==> src/rtl/vdp_vram_arbiter.sv <==
// VRAM port arbiter: display > sprite > CPU with CPU starvation override,
// one registered command per cycle and tag-routed read returns.
module vdp_vram_arbiter #(
    parameter int ADDR_W     = 14,
    parameter int DATA_W     = 8,
    parameter int RD_LAT     = 1,
    parameter int STARVE_MAX = 4
) (
    input  logic              clk,
    input  logic              rst_L,
    input  logic              disp_req,
    input  logic [ADDR_W-1:0] disp_addr,
    output logic              disp_gnt,
    output logic              disp_rvalid,
    output logic [DATA_W-1:0] disp_rdata,
    input  logic              spr_req,
    input  logic [ADDR_W-1:0] spr_addr,
    output logic              spr_gnt,
    output logic              spr_rvalid,
    output logic [DATA_W-1:0] spr_rdata,
    input  logic              cpu_req,
    input  logic              cpu_we,
    input  logic [ADDR_W-1:0] cpu_addr,
    input  logic [DATA_W-1:0] cpu_wdata,
    output logic              cpu_gnt,
    output logic              cpu_rvalid,
    output logic [DATA_W-1:0] cpu_rdata,
    output logic [ADDR_W-1:0] mem_addr,
    output logic              mem_re,
    output logic              mem_we,
    output logic [DATA_W-1:0] mem_wdata,
    input  logic [DATA_W-1:0] mem_rdata
);

    localparam int CNT_W = $clog2(STARVE_MAX + 1);

    typedef enum logic [1:0] {
        TAG_NONE = 2'd0,
        TAG_DISP = 2'd1,
        TAG_SPR  = 2'd2,
        TAG_CPU  = 2'd3
    } tag_e;

    logic [ADDR_W-1:0] mem_addr_q, mem_addr_d;
    logic [DATA_W-1:0] mem_wdata_q, mem_wdata_d;
    logic              mem_re_q, mem_re_d;
    logic              mem_we_q, mem_we_d;
    logic [CNT_W-1:0]  starve_cnt_q, starve_cnt_d;
    tag_e              tag_q [RD_LAT];
    tag_e              tag_d [RD_LAT];
    tag_e              tag_in_s;
    logic              disp_rvalid_q, disp_rvalid_d;
    logic              spr_rvalid_q, spr_rvalid_d;
    logic              cpu_rvalid_q, cpu_rvalid_d;
    logic [DATA_W-1:0] disp_hold_q, disp_hold_d;
    logic [DATA_W-1:0] spr_hold_q, spr_hold_d;
    logic [DATA_W-1:0] cpu_hold_q, cpu_hold_d;
    logic              starved_s;

    assign starved_s = (starve_cnt_q == CNT_W'(STARVE_MAX));

    // Fixed-priority grant; a starved CPU jumps the sprite but never the display.
    always_comb begin
        disp_gnt = 1'b0;
        spr_gnt  = 1'b0;
        cpu_gnt  = 1'b0;
        if (!rst_L) begin
            disp_gnt = 1'b0;
        end else if (disp_req) begin
            disp_gnt = 1'b1;
        end else if (cpu_req && starved_s) begin
            cpu_gnt = 1'b1;
        end else if (spr_req) begin
            spr_gnt = 1'b1;
        end else if (cpu_req) begin
            cpu_gnt = 1'b1;
        end else begin
            cpu_gnt = 1'b0;
        end
    end

    // Next command, starvation count, tag pipeline and read-return state.
    always_comb begin
        mem_addr_d  = mem_addr_q;
        mem_wdata_d = mem_wdata_q;
        mem_re_d    = 1'b0;
        mem_we_d    = 1'b0;
        tag_in_s    = TAG_NONE;
        if (disp_gnt) begin
            mem_addr_d = disp_addr;
            mem_re_d   = 1'b1;
            tag_in_s   = TAG_DISP;
        end else if (spr_gnt) begin
            mem_addr_d = spr_addr;
            mem_re_d   = 1'b1;
            tag_in_s   = TAG_SPR;
        end else if (cpu_gnt) begin
            mem_addr_d = cpu_addr;
            mem_re_d   = ~cpu_we;
            mem_we_d   = cpu_we;
            tag_in_s   = cpu_we ? TAG_NONE : TAG_CPU;
            if (cpu_we) begin
                mem_wdata_d = cpu_wdata;
            end else begin
                mem_wdata_d = mem_wdata_q;
            end
        end else begin
            mem_addr_d = mem_addr_q;
        end

        if (cpu_req && !cpu_gnt) begin
            starve_cnt_d = starved_s ? starve_cnt_q : starve_cnt_q + CNT_W'(1);
        end else begin
            starve_cnt_d = {CNT_W{1'b0}};
        end

        tag_d[0] = tag_in_s;
        for (int i = 1; i < RD_LAT; i++) begin
            tag_d[i] = tag_q[i-1];
        end

        disp_rvalid_d = 1'b0;
        spr_rvalid_d  = 1'b0;
        cpu_rvalid_d  = 1'b0;
        case (tag_q[RD_LAT-1])
            TAG_DISP: disp_rvalid_d = 1'b1;
            TAG_SPR:  spr_rvalid_d  = 1'b1;
            TAG_CPU:  cpu_rvalid_d  = 1'b1;
            default:  disp_rvalid_d = 1'b0;
        endcase

        // Read data is live during its rvalid cycle and latched for holding afterwards.
        disp_hold_d = disp_rvalid_q ? mem_rdata : disp_hold_q;
        spr_hold_d  = spr_rvalid_q  ? mem_rdata : spr_hold_q;
        cpu_hold_d  = cpu_rvalid_q  ? mem_rdata : cpu_hold_q;
    end

    // State registers.
    always_ff @(posedge clk or negedge rst_L) begin
        if (!rst_L) begin
            mem_addr_q    <= {ADDR_W{1'b0}};
            mem_wdata_q   <= {DATA_W{1'b0}};
            mem_re_q      <= 1'b0;
            mem_we_q      <= 1'b0;
            starve_cnt_q  <= {CNT_W{1'b0}};
            for (int i = 0; i < RD_LAT; i++) begin
                tag_q[i] <= TAG_NONE;
            end
            disp_rvalid_q <= 1'b0;
            spr_rvalid_q  <= 1'b0;
            cpu_rvalid_q  <= 1'b0;
            disp_hold_q   <= {DATA_W{1'b0}};
            spr_hold_q    <= {DATA_W{1'b0}};
            cpu_hold_q    <= {DATA_W{1'b0}};
        end else begin
            mem_addr_q    <= mem_addr_d;
            mem_wdata_q   <= mem_wdata_d;
            mem_re_q      <= mem_re_d;
            mem_we_q      <= mem_we_d;
            starve_cnt_q  <= starve_cnt_d;
            for (int i = 0; i < RD_LAT; i++) begin
                tag_q[i] <= tag_d[i];
            end
            disp_rvalid_q <= disp_rvalid_d;
            spr_rvalid_q  <= spr_rvalid_d;
            cpu_rvalid_q  <= cpu_rvalid_d;
            disp_hold_q   <= disp_hold_d;
            spr_hold_q    <= spr_hold_d;
            cpu_hold_q    <= cpu_hold_d;
        end
    end

    assign mem_addr    = mem_addr_q;
    assign mem_wdata   = mem_wdata_q;
    assign mem_re      = mem_re_q;
    assign mem_we      = mem_we_q;
    assign disp_rvalid = disp_rvalid_q;
    assign spr_rvalid  = spr_rvalid_q;
    assign cpu_rvalid  = cpu_rvalid_q;
    assign disp_rdata  = disp_rvalid_q ? mem_rdata : disp_hold_q;
    assign spr_rdata   = spr_rvalid_q  ? mem_rdata : spr_hold_q;
    assign cpu_rdata   = cpu_rvalid_q  ? mem_rdata : cpu_hold_q;

endmodule

==> config.mk <==
export PLATFORM = sky130hd
export DESIGN_NAME = vdp_vram_arbiter
export DESIGN_NICKNAME = d
export VERILOG_FILES = /design/src/rtl/vdp_vram_arbiter.sv
export SDC_FILE = /design/constraint.sdc
export NUM_CORES = 1
export LEC_CHECK = 0
export BUFFER_PORTS_ARGS = -buffer_cell sky130_fd_sc_hd__buf_2
export CELL_PAD_IN_SITES_DETAIL_PLACEMENT = 0
export CELL_PAD_IN_SITES_GLOBAL_PLACEMENT = 2
export CORE_ASPECT_RATIO = 0.7
export CORE_MARGIN = 2
export CORE_UTILIZATION = 25
export DETAILED_ROUTE_END_ITERATION = 7
export PLACE_DENSITY = 0.85
export SYNTH_ARGS = -nofsm -noshare
export SYNTH_HDL_FRONTEND = slang
export SYNTH_SLANG_ARGS = --single-unit
export TNS_END_PERCENT = 50
==> constraint.sdc <==
create_clock -name clk -period 1.6 [get_ports clk]
set_input_delay 0.08 -clock clk [delete_from_list [all_inputs] [get_ports clk]]
set_output_delay 0.08 -clock clk [all_outputs]
set_load 0.1 [all_outputs]
# Word level (Yosys, flattened, before mapping)
# Cells that the tools add are included.
# Widths: inputs -> output; s select.
# op_classes
add_sub_neg,1
eq_ne,5
mux,32
bitwise,3
n_reduce_logical,5
# ops
operator,count
$mux 14,3
$mux 8,3
$mux 1,20
$mux 2,4
$mux 3,2
$eq 2x2->1 const B,2
$reduce_and 4->1,1
$add 3x1->3 const B,1
$eq 3x3->1 const B,1
$not 1->1,3
$reduce_bool 3->1,1
$eq 2x1->1 const B,1
$logic_and 1x1->1,2
$ne 2x2->1 const B,1
$logic_not 1->1,1
# totals
reg_bits,56
input_bits,64
output_inout_bits,54
elab_cells,58

# Logic depth before layout (Yosys ltp)
# Gate-level depths: netlist of run 1.
# logic_depth
word_depth,8
ltp_mapped,7
mapped_depth_nobuf,5

# Worst setup path after synthesis of run 1
# No wires, ideal clock.
# synth_path
kind,reg-to-reg
start,register cpu_rvalid_q (netlist: cpu_rvalid)
end,register cpu_hold_q[0]
setup_ns,0.218
arrival_time_ns,1.845
required_time_ns,1.382
slack_ns,-0.464
stages_incl_launch_ff,3
path_buffers,1
cell_sequence,dfrtp_1 -> clkbuf_1 -> mux2_2
# synth_via
elab_chain_cells,1
# synth_rtl
item,line,text
from (decl),54,"logic cpu_rvalid_q, cpu_rvalid_d;"
from (signal assigned),166,cpu_rvalid_q <= cpu_rvalid_d;
$mux 8,--,
net cpu_rdata[0],27,"output logic [DATA_W-1:0] cpu_rdata,"
to (signal assigned),154,cpu_hold_q <= {DATA_W{1'b0}};
to (signal assigned),169,cpu_hold_q <= cpu_hold_d;
to (decl),57,"logic [DATA_W-1:0] cpu_hold_q, cpu_hold_d;"
# The timed path passes the listed nets, and every way through them passes these cells.
# A chain may end at the register's enable or synchronous reset.

# Final worst setup path of run 1
# layout_path
start,register starve_cnt_q[0]
end,output port cpu_gnt
# layout_via
elab_chain_cells,5
# layout_rtl
item,line,text
from (decl),48,"logic [CNT_W-1:0] starve_cnt_q, starve_cnt_d;"
from (signal assigned),145,starve_cnt_q <= {CNT_W{1'b0}};
from (signal assigned),160,starve_cnt_q <= starve_cnt_d;
$eq 3x3->1,60,assign starved_s = (starve_cnt_q == CNT_W'(STARVE_MAX));
$logic_and 1x1->1,71,end else if (cpu_req && starved_s) begin
$mux 1,71,
$mux 1,69,end else if (disp_req) begin
$mux 1,67,if (!rst_L) begin
to (decl),25,"output logic cpu_gnt,"
# Every way passes these cells.

==> out/metrics.cfg, run 1 <==
[sta]
hold_ws_ps=-4.15
slew_viol_final=0
setup_viol=1
relSlewSlack_pct=56.9
tightest_slew_ps=646
fin_crit_ps=1600
hold_viol=2
fmax_ghz=0.624
fin_ws_ps=-2.88
rsz0062_at_grt=yes
finalCritPeriodShare_pct=100
skew_ps=2.21

[clock_tree]
cts-root-buf=clkbuf_16
clk_pin_slew_ps=70
cts_tree=done
cts.sinks=56
clockBufferDepth=2
clk_latency_ps=290
h-tree-depth=2
numCtsBuffers=5

[floorplanning]
core_sq_um=9220
num_rows=29
dieArea_sq_um=10500
die_h_um=86.2
die_x_um=121
initial_utilization_pct=26.2
ioPinCount=118

[power_and_ir_drop]
design_power_total_mw=6.45
powerDensity_nw_per_um2=1690
leakage_nw=1.74
peakVddDrop_mv=0.778

[global_routing]
use_met3_pct=4.67
grt_use_met1_pct=17.0
grt_pass1_vias=2044
grtUsageMet2_pct=21.0
antenna_found_initial=0
grt_overflow=0
grt_use_total_pct=13.1
grt_pass1_wl_um=10600
grt_max_degree=54
top_usage_layer=met2

[routing]
ant_nets=0
vias=1905
initialDrtViolationCount=134
routed_wirelength_um=6650
wl_per_cell_um=15.7
first_pass_iters=4
route.detailed.drc=0
viasPerCell=4.49

[setup_path]
rrSetupSlack_ps=60
crit_type=flip-flop to output pin
cp-endpoint=cpu_gnt
cp-end-kind=output pin
critical-path-max-stage-delay_ps=360
critical_path_buf_inv_count=3
cp_num_cells=6
crit_slowest_cell=dfrtp_1
r2r_end=mem_wdata[7]
worstPathCellList=inv_2 -> ha_4 -> a21boi_4 -> nand3b_4 -> clkinvlp_4 -> buf_12
reg2reg_depth=6
worstPathRequired_ps=1520
cp_max_fo=4
worst_setup_path_start_kind=flip-flop
cp_top_family=flip-flops
crit_arrival_ps=1520
reg2reg_from=starve_cnt_q[0]
critPathLaunch=starve_cnt_q[0]

[placement]
dp.cells=413
port_buffers=117
place_congestion=0.754
place_hpwl_um=4990
place_area_sq_um=3620

[finish]
final_cells=424
final_nets=365
nFillCells=882
final_common_cell=buf_2
num_antenna_cells=0
layout_common_cells=buf_2, dfrtp_1, mux2_2
fin_util_pct=41.4
final_area_sq_um=3810
area_delta_synth_final_pct=57.9
drive_gt1_share_pct=63.3
multi_input_comb_area_sq_um=972
final-seq-area_sq_um=1410

[run]
cap_violations=0

[yosys]
synth.distinct_cells=25
ys_seq_area_share_pct=58.1
avgSynthCellArea_sq_um=13.7
syn-num-nets=242
synth-seq-cells=56
synth_top_area_share_pct=58.1
synth.largest_area_cell=dfrtp_1
ys_warn_count=0
netlist_instances=176
syn_area_sq_um=2410
ys_top_cells_by_area=dfrtp_1, mux2_2, o221a_2

[outcome]
status=finished, violations left
violations=negative hold slack, negative setup slack

[worst_hold_path]
worst_hold_path_type=input pin to asynchronous set/reset pin

[worst register-to-register path: cells and delay by family (launching register included)]
family / cells / cell delay [ps]
AO/OA/AOI/OAI: 1 / 70
adder cells (fa/ha/maj): 1 / 160
buffers and inverters: 2 / 230
flip-flops: 1 / 390
multiplexers: 1 / 330
AND/OR/NAND/NOR: 1 / 250
[how the worst min path moves through the flow]
stage / end / depth (start not counted) / slack [ps] / start
global placement: mem_addr[7] / 1 / -70 / rst_L
floorplan: cpu_hold_q[0] / 0 / -220 / rst_L
finish: cpu_hold_q[3] / 2 / -4 / rst_L
detailed placement: mem_addr[7] / 1 / -70 / rst_L
global route: mem_wdata[2] / 2 / 20 / cpu_wdata[2]
CTS: mem_wdata[2] / 2 / 10 / cpu_wdata[2]
[synthesized netlist by cell type, drive strengths merged]
library cell and number:
dfrtp 56, nor2 3, nand3b 1, nand2 5, and2 1, o32a 14, o21ai 3, and3 1
inv 5, xnor2 1, o211ai 1, o31a 1, nor2b 3, nand3 3, ha 2, a21boi 1
nand2b 15, mux2 32, nor3 2, clkbuf 5, buf 6, a21oi 1, o221a 14
[registers in the layout, indices dropped and copies added (netlist names)]
register and count:
starve_cnt_q 3, mem_re 1, tag_q 2, disp_hold_q 8
disp_rvalid 1, spr_hold_q 8, mem_addr 14, mem_we 1
cpu_hold_q 8, cpu_rvalid 1, spr_rvalid 1, mem_wdata 8
[metrics by stage]
stage,TNS (ps),setup WS (ps)
final,-2.88,-2.88
after global routing,-76.7,-76.4
after detailed placement,-1140,-92.0
after CTS,-6.15,-6.15
after floorplan,-3180,-127
after global placement,-931,-67.7
[logic make-up (layout without fill, tap and decap cells)]
group                      Yosys count  count (layout)  share of synthesized area, %
DFF                                 56              56                          58.1
AOI/OAI and AO/OA                   35              35                          14.3
and+or+nand+nor                     34              34                          8.40
muxes                               32              32                          14.9
buffers and inverters               16             140                          2.90
adders and majority gates            2               2                          1.04
xor gates and xnor gates             1               1                         0.363
[routing by layer]
layer	share of wire, %	vias up
met5	0	-
met4	0.83	0
met3	10	5
met2	46	95
met1	43	910
li1	-	895
[layout make-up]
cell class | instances | area share [%]
Clock buffer | 6 | 3.38
Multi-Input combinational cell | 104 | 25.5
Timing Repair Buffer | 127 | 28.4
Inverter | 5 | 0.591
Sequential cell | 56 | 37.1
Clock inverter | 2 | 1.02
Tap cell | 124 | 4.07
[report_power, final]
group	switching, mW	total, mW	internal [mW]
Combinational	2.41	3.42	1.02
Clock	0.499	1.25	0.746
Sequential	0.109	1.79	1.68
Total	3.01	6.45	3.44
[repair_timing]
| action | in CTS | in global routing |
|---|---|---|
| endpoints found under the hold margin | 3 | 0 |
| setup buffers | 1 | 1 |
| hold buffers | 1 | 0 |
| gates resized for setup | 1 | 2 |
| setup endpoints to repair | 15 | 13 |
| pin swaps | 0 | 2 |
Note: power is estimated with default switching activity, not from simulation.
==> inputs of run 2 (changes only) <==
Settings changed: CORE_UTILIZATION 25 to 26, CTS_BUF_LIST set to sky130_fd_sc_hd__clkbuf_4, PLACE_DENSITY 0.85 to 0.88.
==> out/metrics.cfg, run 2 (synthesis results as in run 1) <==
[finish]
final-seq-area_sq_um=1410
nFillCells=824
area_delta_synth_final_pct=74.3
multi_input_comb_area_sq_um=986
final_nets=414
layout_common_cells=buf_2, dfrtp_1, dlygate4sd3_1
largest_reg_flops=14
num_antenna_cells=0
final_cells=473
drive_gt1_share_pct=56.7
final_common_cell=buf_2

[clock_tree]
cts.sinks=56
clk_latency_ps=390
h-tree-depth=2
clockBufferDepth=2
numCtsBuffers=5
cts_tree=done
clk_pin_slew_ps=180
cts-root-buf=clkbuf_4

[sta]
relSlewSlack_pct=58.4
setup_viol=1
tightest_slew_ps=624
slew_viol_final=0
fmax_ghz=0.608
finalCritPeriodShare_pct=103
fin_crit_ps=1640
hold_viol=0
tns_ps=-43.8
skew_ps=20.6
hold_ws_ps=31.5
fin_ws_ps=-43.8
rsz0062_at_grt=yes

[global_routing]
grt_pass1_vias=2249
antenna_found_initial=0
grt_overflow=0
grt_use_total_pct=13.9
grt_max_degree=49
grt_pass1_wl_um=11100

[outcome]
status=finished, violations left
violations=negative setup slack

[setup_path]
reg2reg_from=starve_cnt_q[0]
r2r_end=mem_wdata[1]
reg2reg_depth=7
crit_type=flip-flop to output pin
crit_arrival_ps=1560
cp-end-kind=output pin
rrSetupSlack_ps=10
cp_max_fo=4
worst_setup_path_start_kind=flip-flop
worstPathRequired_ps=1520

[routing]
ant_nets=0
first_pass_iters=4
viasPerCell=4.44
wl_per_cell_um=14.6
route.detailed.drc=0
initialDrtViolationCount=83
vias=2100
routed_wirelength_um=6910

[worst_hold_path]
min_path_cells=2
min_from=mem_rdata[1]
hold_end=disp_hold_q[1]
worst_hold_path_type=input pin to flip-flop

[power_and_ir_drop]
leakage_nw=1.91
powerDensity_nw_per_um2=1420
peakVddDrop_mv=0.471

[placement]
port_buffers=117
place_congestion=0.723
dp.cells=415
place_hpwl_um=4860

[floorplanning]
dieArea_sq_um=10100
num_rows=29
initial_utilization_pct=26.7
core_sq_um=9030
ioPinCount=118
die_x_um=119
die_h_um=84.6

[run]
cap_violations=0

[run 2: cell count changes in the layout (fill, tap and decap cells not counted), sizes merged]
cell / previous run / this run
clkinv: 0 / 2
bufinv: 1 / 0
dlygate4sd3: 1 / 45
buf: 126 / 131
clkbuf: 6 / 5
[run 2: layout make-up]
cell class                 instances  share of cell area (%)
clock inverter                     3                   0.535
clock buffer                       5                   0.892
sequential                        56                    33.6
tap                              124                    3.69
inverter                           5                   0.535
multi-input combinational        104                    23.4
timing repair buffer             176                    37.3
[run 2: worst max-delay path: stages, from the launching register on]
cell and delay [ps]:
dfrtp_1 400, inv_2 50, ha_4 170, a21boi_4 130, nand3b_4 160, clkinvlp_4 90, buf_12 170
[run 2: worst max-delay path by stage]
stage	from	to	slack, ps	cells after the start
final	starve_cnt_q[1]	cpu_gnt	-40	6
after global routing	starve_cnt_q[1]	cpu_gnt	-140	6
after CTS	starve_cnt_q[1]	cpu_gnt	-80	6
after detailed placement	starve_cnt_q[1]	mem_wdata[7]	50	6
after global placement	starve_cnt_q[1]	mem_wdata[4]	90	6
after floorplan	cpu_rvalid	cpu_hold_q[0]	-130	2
[run 2: power by group]
group | switching (mW) | total, mW | leakage [nW] | internal [mW]
Sequential | 0.112 | 1.79 | 0.666 | 1.68
Clock | 0.472 | 0.651 | 0.0356 | 0.179
Combinational | 2.42 | 3.52 | 1.21 | 1.10
Total | 3.00 | 5.96 | 1.91 | 2.96
[run 2: what timing repair did]
action / in CTS / in global routing
hold endpoints to repair: 93 / 2
hold buffers: 43 / 2
gates resized for setup: 4 / 3
setup buffers: 3 / 2
pin swaps: 3 / 2
endpoints found under the setup margin: 2 / 35
[run 2: metal layers]
layer	vias up	share of wire (%)	global-route usage (%)
met1	1002	45	17.1
li1	992	-	-
met2	99	46	24.0
met5	-	0	0
met4	0	1.0	3.57
met3	7	7.8	4.14
[run 2: per-stage QoR]
stage / worst slack, ps / area (sq um) / utilization [%] / power, mW
3_3_place_gp: 88.4 / 3640 / 40.3 / 5.21
5_1_grt: -136 / 4210 / 46.6 / 6.17
6_report: -43.8 / 4210 / 46.6 / 5.96
4_1_cts: -81.6 / 4160 / 46.1 / 5.99
2_1_floorplan: -127 / 2460 / - / 4.17
3_5_place_dp: 50.8 / 3640 / 40.3 / 5.24
==> inputs of run 3 (changes only) <==
Settings changed: CORE_ASPECT_RATIO 0.7 to 0.8.
==> out/metrics.cfg, run 3 (synthesis results as in run 1) <==
[finish]
area_delta_synth_final_pct=71.2
multi_input_comb_area_sq_um=985
largest_reg_flops=14
layout_common_cells=buf_2, dfrtp_1, dlygate4sd3_1
drive_gt1_share_pct=57.5
num_antenna_cells=0
final_common_cell=buf_2
nFillCells=829
final-seq-area_sq_um=1410
fin_util_pct=45.7
final_nets=406

[sta]
fin_ws_ps=-18.7
fmax_ghz=0.618
skew_ps=16.8
fin_crit_ps=1620
hold_viol=0
rsz0062_at_grt=yes
tightest_slew_ps=578
relSlewSlack_pct=61.5
slew_viol_final=0
setup_viol=1
tns_ps=-18.7
hold_ws_ps=19.1
finalCritPeriodShare_pct=101

[routing]
initialDrtViolationCount=48
ant_nets=0
routed_wirelength_um=6880
route.detailed.drc=0
wl_per_cell_um=15.1
vias=2061
first_pass_iters=4
viasPerCell=4.52

[worst_hold_path]
hold_end=cpu_hold_q[0]
worst_hold_path_type=input pin to flip-flop
min_path_cells=2
min_from=mem_rdata[0]

[power_and_ir_drop]
leakage_nw=1.88
powerDensity_nw_per_um2=1470
peakVddDrop_mv=1.06

[placement]
place_congestion=0.730
port_buffers=117
place_hpwl_um=4890

[floorplanning]
dieArea_sq_um=10100
initial_utilization_pct=26.7
core_sq_um=9040
die_x_um=112
ioPinCount=118
num_rows=31
die_h_um=90.2

[setup_path]
reg2reg_from=starve_cnt_q[1]
cp_max_fo=5
worst_setup_path_start_kind=flip-flop
rrSetupSlack_ps=10
reg2reg_depth=7
cp-end-kind=output pin
crit_arrival_ps=1540
r2r_end=mem_wdata[6]
crit_type=flip-flop to output pin
worstPathRequired_ps=1520

[global_routing]
grt_pass1_vias=2242
grt_pass1_wl_um=11200
grt_use_total_pct=13.7
grt_max_degree=41
grt_overflow=0
antenna_found_initial=0

[clock_tree]
numCtsBuffers=5
cts_tree=done
clk_latency_ps=370
cts-root-buf=clkbuf_4
h-tree-depth=2
cts.sinks=56
clockBufferDepth=2
clk_pin_slew_ps=150

[run]
cap_violations=0

[outcome]
violations=negative setup slack
status=finished, violations left

==> run 3: cell count changes in the layout (fill, tap and decap cells not counted), sizes merged <==
| cell | before | now |
|---|---|---|
| dlygate4sd3 | 45 | 38 |
| buf | 131 | 130 |
| bufinv | 0 | 1 |
| inv | 5 | 4 |
==> run 3: through the flow <==
stage	setup slack, ps	total power [mW]	instance area [sq um]	std cells
6_report	-18.7	6.06	4130	456
5_1_grt	-126	6.27	4130	456
4_1_cts	-72.5	6.10	4110	455
3_5_place_dp	-96.8	5.24	3610	404
3_3_place_gp	-46.3	5.20	3610	404
2_1_floorplan	-127	4.17	2460	176
==> run 3: final cells by class <==
type	count	share of cell area, %
repair buffers	168	36.0
flip-flops and latches	56	34.2
multi-input cells	104	23.8
well taps	115	3.48
clock inverters	3	1.03
clock buffers	5	0.908
inverters	5	0.545
==> run 3: report_power, final <==
| group | switching, mW | internal [mW] |
|---|---|---|
| sequential | 0.114 | 1.68 |
| clock | 0.432 | 0.327 |
| combinational | 2.42 | 1.09 |
| total | 2.96 | 3.10 |
==> run 3: layer usage <==
layer	up-vias	GRT usage, %	routed length (um)
li1	980	-	-
met1	979	16.2	2930
met2	97	25.5	3480
met3	5	3.30	443
met4	0	2.57	29
met5	-	0	0
==> run 3: repair_timing <==
| action | CTS | global route |
|---|---|---|
| hold endpoints to repair | 81 | 0 |
| hold buffers | 38 | 0 |
| gates resized for setup | 4 | 5 |
| setup endpoints to repair | 16 | 38 |
| pin swaps | 3 | 3 |
| setup buffers | 5 | 1 |
==> run 3: worst max-delay path, stage by stage, from the launching register on <==
cell and delay, ps:
dfrtp_1 390, inv_2 50, ha_4 170, a21boi_4 130, nand3b_4 170, clkinvlp_4 100
buf_12 170
==> run 3: worst max path at each step <==
| stage | from | endpoint |
|---|---|---|
| final | starve_cnt_q[1] | cpu_gnt |
| after global routing | starve_cnt_q[0] | cpu_gnt |
| after CTS | starve_cnt_q[0] | cpu_gnt |
| after detailed placement | starve_cnt_q[1] | mem_addr[2] |
| after global placement | starve_cnt_q[1] | mem_addr[11] |
| after floorplan | cpu_rvalid | cpu_hold_q[0] |
